## src/rtl/csr_pkg.sv

```systemverilog
// rtl/csr_pkg.sv - shared CSR addresses, bit indices, trap causes and sequencer states
package csr_pkg;

  localparam logic [11:0] CSR_MSTATUS = 12'h300;
  localparam logic [11:0] CSR_MTVEC   = 12'h305;
  localparam logic [11:0] CSR_MEPC    = 12'h341;
  localparam logic [11:0] CSR_MCAUSE  = 12'h342;

  localparam int MIE_BIT  = 3;
  localparam int MPIE_BIT = 7;

  localparam logic [31:0] CAUSE_ECALL_M   = 32'h0000_000B;
  localparam logic [31:0] CAUSE_IRQ_EXT_M = 32'h8000_000B;

  typedef enum logic [2:0] {
    IDLE      = 3'd0,
    W_MEPC    = 3'd1,
    W_MCAUSE  = 3'd2,
    W_MSTATUS = 3'd3,
    R_MSTATUS = 3'd4,
    JUMP      = 3'd5
  } trap_state_e;

endpackage

```

## src/rtl/csr_trap_sequencer.sv

```systemverilog
// rtl/csr_trap_sequencer.sv - CSR write-port owner and trap entry/return sequencer
module csr_trap_sequencer
  import csr_pkg::*;
#(
  parameter int XLEN   = 32,
  parameter int CSR_AW = 12
) (
  input  logic              clk,
  input  logic              rst,
  input  logic              ex_csr_we,
  input  logic [CSR_AW-1:0] ex_csr_wa,
  input  logic [XLEN-1:0]   ex_csr_wd,
  output logic              ex_csr_gnt,
  input  logic              id_ecall,
  input  logic              id_mret,
  input  logic              irq_ext,
  input  logic [XLEN-1:0]   id_pc,
  input  logic [XLEN-1:0]   csr_mstatus,
  input  logic [XLEN-1:0]   csr_mtvec,
  input  logic [XLEN-1:0]   csr_mepc,
  output logic              csr_we,
  output logic [CSR_AW-1:0] csr_wa,
  output logic [XLEN-1:0]   csr_wd,
  output logic              stall_req,
  output logic              flush_req,
  output logic              jump_flag,
  output logic [XLEN-1:0]   jump_addr
);

  trap_state_e     state_q, state_d;
  logic [XLEN-1:0] pc_q, pc_d;
  logic [XLEN-1:0] cause_q, cause_d;
  logic [XLEN-1:0] target_q, target_d;
  logic [XLEN-1:0] jump_hold_q, jump_hold_d;

  logic            irq_ok;
  logic            evt;
  logic [XLEN-1:0] mstatus_entry;
  logic [XLEN-1:0] mstatus_ret;

  // State and captured trap context; reset aborts any sequence in flight
  always_ff @(posedge clk or negedge rst) begin
    if (!rst) begin
      state_q     <= IDLE;
      pc_q        <= '0;
      cause_q     <= '0;
      target_q    <= '0;
      jump_hold_q <= '0;
    end else begin
      state_q     <= state_d;
      pc_q        <= pc_d;
      cause_q     <= cause_d;
      target_q    <= target_d;
      jump_hold_q <= jump_hold_d;
    end
  end

  // Event selection, write-port mux and next-state logic
  always_comb begin
    state_d     = state_q;
    pc_d        = pc_q;
    cause_d     = cause_q;
    target_d    = target_q;
    jump_hold_d = jump_hold_q;

    ex_csr_gnt  = 1'b0;
    csr_we      = 1'b0;
    csr_wa      = '0;
    csr_wd      = '0;
    stall_req   = 1'b0;
    flush_req   = 1'b0;
    jump_flag   = 1'b0;
    jump_addr   = jump_hold_q;

    // Trap entry stacks MIE into MPIE and disables interrupts; mret undoes it
    mstatus_entry           = csr_mstatus;
    mstatus_entry[MPIE_BIT] = csr_mstatus[MIE_BIT];
    mstatus_entry[MIE_BIT]  = 1'b0;
    mstatus_ret             = csr_mstatus;
    mstatus_ret[MIE_BIT]    = csr_mstatus[MPIE_BIT];
    mstatus_ret[MPIE_BIT]   = 1'b1;

    irq_ok = irq_ext & csr_mstatus[MIE_BIT];
    evt    = id_ecall | id_mret | irq_ok;

    case (state_q)
      IDLE: begin
        csr_we     = ex_csr_we;
        csr_wa     = ex_csr_wa;
        csr_wd     = ex_csr_wd;
        ex_csr_gnt = ex_csr_we;
        // A pending EX write always wins the port; the event waits in ID
        stall_req  = evt;
        if (evt && !ex_csr_we) begin
          pc_d = id_pc;
          if (id_ecall) begin
            cause_d = XLEN'(CAUSE_ECALL_M);
            state_d = W_MEPC;
          end else if (id_mret) begin
            state_d = R_MSTATUS;
          end else begin
            cause_d = XLEN'(CAUSE_IRQ_EXT_M);
            state_d = W_MEPC;
          end
        end
      end
      W_MEPC: begin
        stall_req = 1'b1;
        csr_we    = 1'b1;
        csr_wa    = CSR_AW'(CSR_MEPC);
        csr_wd    = pc_q;
        state_d   = W_MCAUSE;
      end
      W_MCAUSE: begin
        stall_req = 1'b1;
        csr_we    = 1'b1;
        csr_wa    = CSR_AW'(CSR_MCAUSE);
        csr_wd    = cause_q;
        state_d   = W_MSTATUS;
      end
      W_MSTATUS: begin
        stall_req = 1'b1;
        csr_we    = 1'b1;
        csr_wa    = CSR_AW'(CSR_MSTATUS);
        csr_wd    = mstatus_entry;
        // Direct mode only: the mode field is simply masked off
        target_d  = csr_mtvec & ~XLEN'(3);
        state_d   = JUMP;
      end
      R_MSTATUS: begin
        stall_req = 1'b1;
        csr_we    = 1'b1;
        csr_wa    = CSR_AW'(CSR_MSTATUS);
        csr_wd    = mstatus_ret;
        target_d  = csr_mepc;
        state_d   = JUMP;
      end
      JUMP: begin
        stall_req   = 1'b1;
        flush_req   = 1'b1;
        jump_flag   = 1'b1;
        jump_addr   = target_q;
        jump_hold_d = target_q;
        state_d     = IDLE;
      end
      default: begin
        state_d = IDLE;
      end
    endcase

    // Outputs are forced quiet while reset is asserted, even the IDLE pass-through
    if (!rst) begin
      ex_csr_gnt = 1'b0;
      csr_we     = 1'b0;
      csr_wa     = '0;
      csr_wd     = '0;
      stall_req  = 1'b0;
      flush_req  = 1'b0;
      jump_flag  = 1'b0;
      jump_addr  = '0;
    end
  end

endmodule
```

## config.mk

```make
export PLATFORM = sky130hd
export DESIGN_NAME = csr_trap_sequencer
export DESIGN_NICKNAME = d
export VERILOG_FILES = /design/src/rtl/csr_pkg.sv /design/src/rtl/csr_trap_sequencer.sv
export SDC_FILE = /design/constraint.sdc
export NUM_CORES = 1
export LEC_CHECK = 0
export ABC_CLOCK_PERIOD_IN_PS = 4100
export CAP_MARGIN = 20
export CORE_MARGIN = 8
export CORE_UTILIZATION = 45
export CTS_CLUSTER_DIAMETER = 150
export DETAILED_ROUTE_END_ITERATION = 12
export GPL_ROUTABILITY_DRIVEN = 0
export GPL_TIMING_DRIVEN = 0
export PLACE_DENSITY = 0.95
export SETUP_SLACK_MARGIN = 0.02
export SLEW_MARGIN = 10
export SYNTH_ARGS = -nofsm -noshare
export SYNTH_HDL_FRONTEND = slang
export SYNTH_SLANG_ARGS = --single-unit
```

## constraint.sdc

```tcl
create_clock -name clk -period 4.1 [get_ports clk]
set_input_delay 0.82 -clock clk [delete_from_list [all_inputs] [get_ports clk]]
set_output_delay 0.82 -clock clk [all_outputs]
set_load 0.01 [all_outputs]
```

==> flow_summary.toml, run 1 <==
[logic_synthesis]
netlist_top_cells_area = "dfrtp_1 43%, mux2_2 22%, mux2_4 7.5%"
yosys_warnings = 0
synth_enable_flop_cells = 0
yosys.area.top_type = "dfrtp_1"
post_synth.cell_area_avg_um2 = 12.0
yosysSeqAreaShare = 0.435
post_synth_num_cell_types = 41
synth-main-ff-cell = "dfrtp_1"
synth_nets = 664
syn_inst = 486
synth_area_um2 = 5810
async_flop_share = 1.00
synth_register_bits = 101
synth.top_cell.area_share = 0.435

[cts]
cts_hold_buf = 0
path_clk_slew_ps = 70
cts-root-buf = "clkbuf_16"
cts_buffers = 9
worst_skew_pair.late_latency_ps = 340
clock_path_buffers = 2
htree_levels = 3
tritoncts = "yes"
number_of_sinks_handled_by_clock_tree_synthesis = 101

[sta]
layout_min_cycle_time_ps = 3700
finalHoldViolations = 0
report.final.setup_viol = 0
unrepaired_setup_endpoints_after_global_routing = "no"
tightestPinTransition_ps = 685
max_freq_mhz = 270
finalMaxSlewViolations = 0
tns_ps = 0
final.setup_skew_ps = 7.25
worst_slew_margin_rel = 0.543
fin_crit_sh = 0.903

[placement]
buffer_ports.inserted = 256
dp_cells = 915
hpwlAfterDp_um = 15700
dpl_cell_area_um2 = 8620

[final_layout]
finish.net_count = 932
final_layout_size_suffix_gt1_frac = 0.255
n_fill_cell = 886
n_antenna_cell = 0
mostFrequentLayoutCell = "clkdlybuf4s50_1"
fin_cells = 930
final_core_utilization = 0.704
syn_to_final_growth_pct = 52.9
final_area_um2 = 8890
layout.cells.most_common_list = "255 x clkdlybuf4s50_1, 115 x mux2_2, 101 x dfrtp_1"

[global_routing]
gr-total-overflow = 0
antenna_violations_before_repair = 0
global_route.usage.total = 0.235
first_global_vias = 5610
grt_pass1_wl_um = 30600
grt_start_max_net_pins = 70

[power]
total_power_mw = 5.76
pwr_density_cell_nw_per_um2 = 648
static_leakage_nw = 3.64
vdd.ir_drop.worst_mv = 0.347

[critical_path]
crit-reg2reg-launch = "state_q[1]"
cp_top_family = "buffers and inverters"
r2r_cells = 5
ff2ff_setup_slack_ps = 2190
critPathSlowestCell = "clkdlybuf4s50_1"
critPathRequiredTime_ps = 3280
critical_path_class = "input pin to output port"
crit_path_cell_trace = "buf_4 -> buf_16 -> nor2b_2 -> o21ai_0 -> nor2_1 -> clkdlybuf4s50_1"
crit_path_end_kind = "output port"
r2r-end = "target_q[9]"
cp_max_fo = 69
cp.arrival_ps = 2880
crit_buf_inv = 3
crit_path_start_kind = "input pin"
crit_path_max_incr_delay_ps = 560

[routing]
detailroute.via_count = 5045
route.detailed.vias_per_inst = 5.42
totalWireLength_um = 20100
final_antenna_net_count = 0
drt-wirelength-per-cell_um = 21.6
initialDrtViolationCount = 328
drc_viols = 0
detail_route.first_pass.iterations = 5

[die]
floorplan.initialDensity = 0.461
placement_rows = 41
die_h_um = 130
floorplan.core_area_um2 = 12600
dieWidth_um = 130
io-pin-count = 259
fp.dieArea_um2 = 16800

[run_status]
result_of_the_run = "finished clean"

[run]
maxCapViolCount = 0

[worst_hold_path]
holdCritPathClass = "input pin to asynchronous set/reset pin"
==> cell usage after synthesis, drive strengths merged (2+ instances only) <==
| master | n |
|---|---|
| clkbuf | 15 |
| mux2 | 155 |
| and2 | 32 |
| dfrtp | 101 |
| o21ai | 5 |
| a22oi | 27 |
| nor2 | 6 |
| buf | 26 |
| nand2b | 2 |
| a21oi | 36 |
| and3 | 9 |
| a21o | 5 |
| o31a | 2 |
| a22o | 2 |
| nand3 | 27 |
| nand2 | 7 |
| nor2b | 3 |
| a32oi | 3 |
| or2 | 2 |
| nand3b | 6 |
| inv | 2 |
| nor3b | 2 |
==> area by class of cell <==
class | count | area, um^2 | area share
multi-input combinational | 342 | 3040 | 0.342
clock inverter | 4 | 25.0 | 0.00282
sequential | 101 | 2530 | 0.284
inverter | 2 | 7.51 | 0.000845
tap | 172 | 215 | 0.0242
timing repair buffer | 257 | 2590 | 0.291
clock buffer | 11 | 243 | 0.0273
buffer | 41 | 244 | 0.0275
==> through the flow <==
| stage | setup slack, ps | hold slack, ps |
|---|---|---|
| 2_1_floorplan | 1750 | 454 |
| 3_3_place_gp | -3300 | 464 |
| 3_5_place_dp | 164 | 473 |
| 4_1_cts | 144 | 469 |
| 5_1_grt | 92.4 | 497 |
| 6_report | 398 | 452 |
==> per-layer routing <==
layer,global-route usage,wire length (um),up-vias
met5,0,0,-
met4,0.0990,664,0
met3,0.0592,1460,40
met2,0.397,10000,217
met1,0.279,7970,2473
li1,-,-,2315
==> logic make-up after synthesis <==
| kind of cell | Yosys count | share of synthesized area |
|---|---|---|
| buffers and inverters | 43 | 0.0433 |
| and+or+nand+nor | 99 | 0.104 |
| DFF | 101 | 0.435 |
| AOI/OAI and AO/OA | 87 | 0.0969 |
| muxes | 156 | 0.321 |
==> state kept, by name (all words and copies together) (netlist names) <==
signal and flops:
target_q 32, jump_hold_q 32, pc_q 32, state_q 3, cause_q 2
==> where the power goes <==
| part | total [mW] | internal, mW | switching (mW) |
|---|---|---|---|
| logic | 3.23 | 1.81 | 1.42 |
| registers | 1.73 | 1.51 | 0.227 |
| clock network | 0.791 | 0.423 | 0.367 |
==> worst max-delay path by stage <==
| stage | start | endpoint | slack (ps) | cells after the start |
|---|---|---|---|---|
| floorplan | csr_mstatus[7] | csr_wd[3] | 1750 | 3 |
| global placement | rst | csr_wd[10] | -3300 | 6 |
| detailed placement | rst | csr_wa[1] | 160 | 6 |
| CTS | rst | csr_wa[1] | 140 | 6 |
| global route | rst | csr_wa[1] | 90 | 6 |
| finish | rst | csr_wa[0] | 400 | 6 |
==> repair_timing <==
item	in CTS	in global routing
gates resized for setup	0	1
setup endpoints to repair	0	4
setup buffers	0	0
No activity file was read; power rests on OpenSTA's default activity.
==> run 2: changes to the inputs <==
--- a/config.mk
+++ b/config.mk
@@ -5,7 +5,6 @@
 export SDC_FILE = /design/constraint.sdc
 export NUM_CORES = 1
 export LEC_CHECK = 0
-export ABC_CLOCK_PERIOD_IN_PS = 4100
 export CAP_MARGIN = 20
 export CORE_MARGIN = 8
 export CORE_UTILIZATION = 45
==> results of run 2 <==
Same layout as run 1: the final DEF is identical, and so are final timing and power.
==> run 3: changes to the inputs <==
--- a/config.mk
+++ b/config.mk
@@ -9,11 +9,13 @@
 export CORE_MARGIN = 8
 export CORE_UTILIZATION = 45
 export CTS_CLUSTER_DIAMETER = 150
+export CTS_CLUSTER_SIZE = 10
 export DETAILED_ROUTE_END_ITERATION = 12
 export GPL_ROUTABILITY_DRIVEN = 0
 export GPL_TIMING_DRIVEN = 0
 export PLACE_DENSITY = 0.95
 export SETUP_SLACK_MARGIN = 0.02
+export SKIP_CTS_REPAIR_TIMING = 1
 export SLEW_MARGIN = 10
 export SYNTH_ARGS = -nofsm -noshare
 export SYNTH_HDL_FRONTEND = slang
==> results of run 3 <==
Same layout as run 1: the final DEF is identical, and so are final timing and power.
==> RTL change, RTL diff (config.mk and constraints of run 3) <==
Take the reset off `pc_q` and load it in a clocked block of its own.
--- a/src/rtl/csr_trap_sequencer.sv
+++ b/src/rtl/csr_trap_sequencer.sv
@@ -43,5 +43,4 @@
     if (!rst) begin
       state_q     <= IDLE;
-      pc_q        <= '0;
       cause_q     <= '0;
       target_q    <= '0;
@@ -49,9 +48,12 @@
     end else begin
       state_q     <= state_d;
-      pc_q        <= pc_d;
       cause_q     <= cause_d;
       target_q    <= target_d;
       jump_hold_q <= jump_hold_d;
     end
+  end
+
+  always_ff @(posedge clk) begin
+    pc_q <= pc_d;
   end
 
Formal check against the unedited RTL: same outputs for any inputs over 4 cycles, from zero or initial values and one cycle with rst low; that may be too few to reach the edited logic, so the function may still have changed.
==> RTL change against run 3 <==
Die area fell by 5.2%. Via count fell by 3.5%. Wire length fell by 7.1%. Global-route usage fell by 0.62 points. Cell area fell by 3.6%. Count of clock-buffer cells in the layout rose by 1. Power fell by 8.9%. Setup slack got worse by 0.0046 ns. Sequential cell count did not move. Utilization rose by 1.2 points. Synthesized area fell by 5.9%. Critical endpoint is now csr_wa[4]. Highest routed layer unchanged.
==> RTL change: results (changes against run 3) <==
Power
  • Lkg Pwr: 3.30 nW (-9.2%)
  • Max VDD drop: 0.328 mV (-5.7%)
  • Sw Ratio: 0.342 (-0.00866)

Critical path
  • CP max stage delay: 0.54 ns (-0.02 ns)
  • Crit-path max FO: 53 (-23%)
  • Worst EP arrival: 2.89 ns (about the same)

Clock network
  • Cts bufs inserted: 9 (unchanged)

Synth
  • Complex-gate fraction of the synthesized area: 0.0970 (+0.000145)
  • Syn Nets: 633 (-4.7%)
  • EDFF count, synth: 32 (+32)
  • Post-synth cell types: 40 (-2.4%)
  • Post-synthesis mux area share: 0.255 (-0.0656)
  • Avg Cell Area, Syn: 12.0 sq um (+0.49%)
  • Synth area leaders: dfrtp_1 32%, mux2_2 25%, edfxtp_1 18%
  • XOR/XNOR Fraction of Synth Area: 0.00160 (+0.00160)

Placed design
  • Place WS: -0.123 ns (-0.287 ns)
  • Cell count after placement: 861 (-5.9%)
  • Placed wire-length estimate: 15200 um (-3.2%)
  • Placed cell areas: 8260 sq um (-4.2%)

Cells and area
  • Nets: 902 (-3.2%)
  • Design area: 8570 sq um (-3.6%)
  • Fillers: 805 (-9.1%)
  • Comb_multi_in: 311 (-9.1%)
  • ClkCell Share: 0.0362 (+0.00608)
  • Share of layout cells above drive strength 1: 0.228 (-0.0269)
  • Number of antenna diodes: 2 (+2)
  • Clock buffers: 12 (+1)
  • Multi-input logic area: 2550 sq um (-16%)
  • Inverter count: 3 (+1)
  • Sequential share of cell area: 0.314 (+0.0292)

Timing
  • Least-Margin Pin Slew: 0.928 ns (+0.243 ns)
  • Setup Skew: 0.0115 ns (+0.00425 ns)

Floorplanning
  • Tap cell count: 147 (-15%)

GRT
  • Largest net degree at the start of global routing: 45 (-36%)
  • Initial antenna violation count: 2 (+2)
  • Gr usage total: 0.229 (-0.00623)

Route
  • Post-Route WL: 18700 um (-7.1%)
  • DR vias: 4866 (-3.5%)

Outcome
  • Status: finished clean
## RTL change: cell count changes after synthesis, moves of 4 or more
cell / run 3 / this run
nor2_1: 6 / 12
mux2_2: 115 / 119
and2_1: 32 / 40
edfxtp_1: 0 / 32
dfrtp_1: 101 / 69
mux2_4: 29 / 0
and3_1: 9 / 1
mux2_1: 11 / 4
nor3_1: 1 / 5
## RTL change: routing by layer
metal,GRT usage,wire [um]
met5,0,0
met1,0.255,7100
met4,0.0948,480
met3,0.0633,1670
met2,0.403,9450
## RTL change: cells by family after synthesis
family                 after synthesis
AND/OR/NAND/NOR                    104
multiplexers                       124
buffers and inverters               43
flip-flops                         101
AO/OA/AOI/OAI                       82
XOR/XNOR                             1
## RTL change: worst max-delay path, delay by kind of cell
family	cells	cell delay (ns)
buffers and inverters	3	1.18
and+or+nand+nor	3	0.86
## RTL change: power by group through the flow
stage | combinational [mW] | clock [mW] | sequential [mW]
global placement | 2.67 | 0 | 1.58
floorplan | 1.67 | 0 | 1.55
global route | 2.99 | 0.936 | 1.62
detailed placement | 2.77 | 0 | 1.60
CTS | 2.79 | 0.900 | 1.58
finish | 2.78 | 0.884 | 1.58
## RTL change: path summary, 6_finish.rpt
kind	slack (ns)	to	cells after the start	startpoint
setup / recovery	0.39	csr_wa[4]	6	rst
hold / removal	0.40	target_q[8]	1	rst
setup reg to reg	1.38	pc_q[26]	6	state_q[1]
hold reg to reg	0.48	jump_hold_q[15]	1	jump_hold_q[15]
max in group asynchronous	3.12	state_q[0]	2	rst
min in group clk	0.48	jump_hold_q[15]	1	jump_hold_q[15]
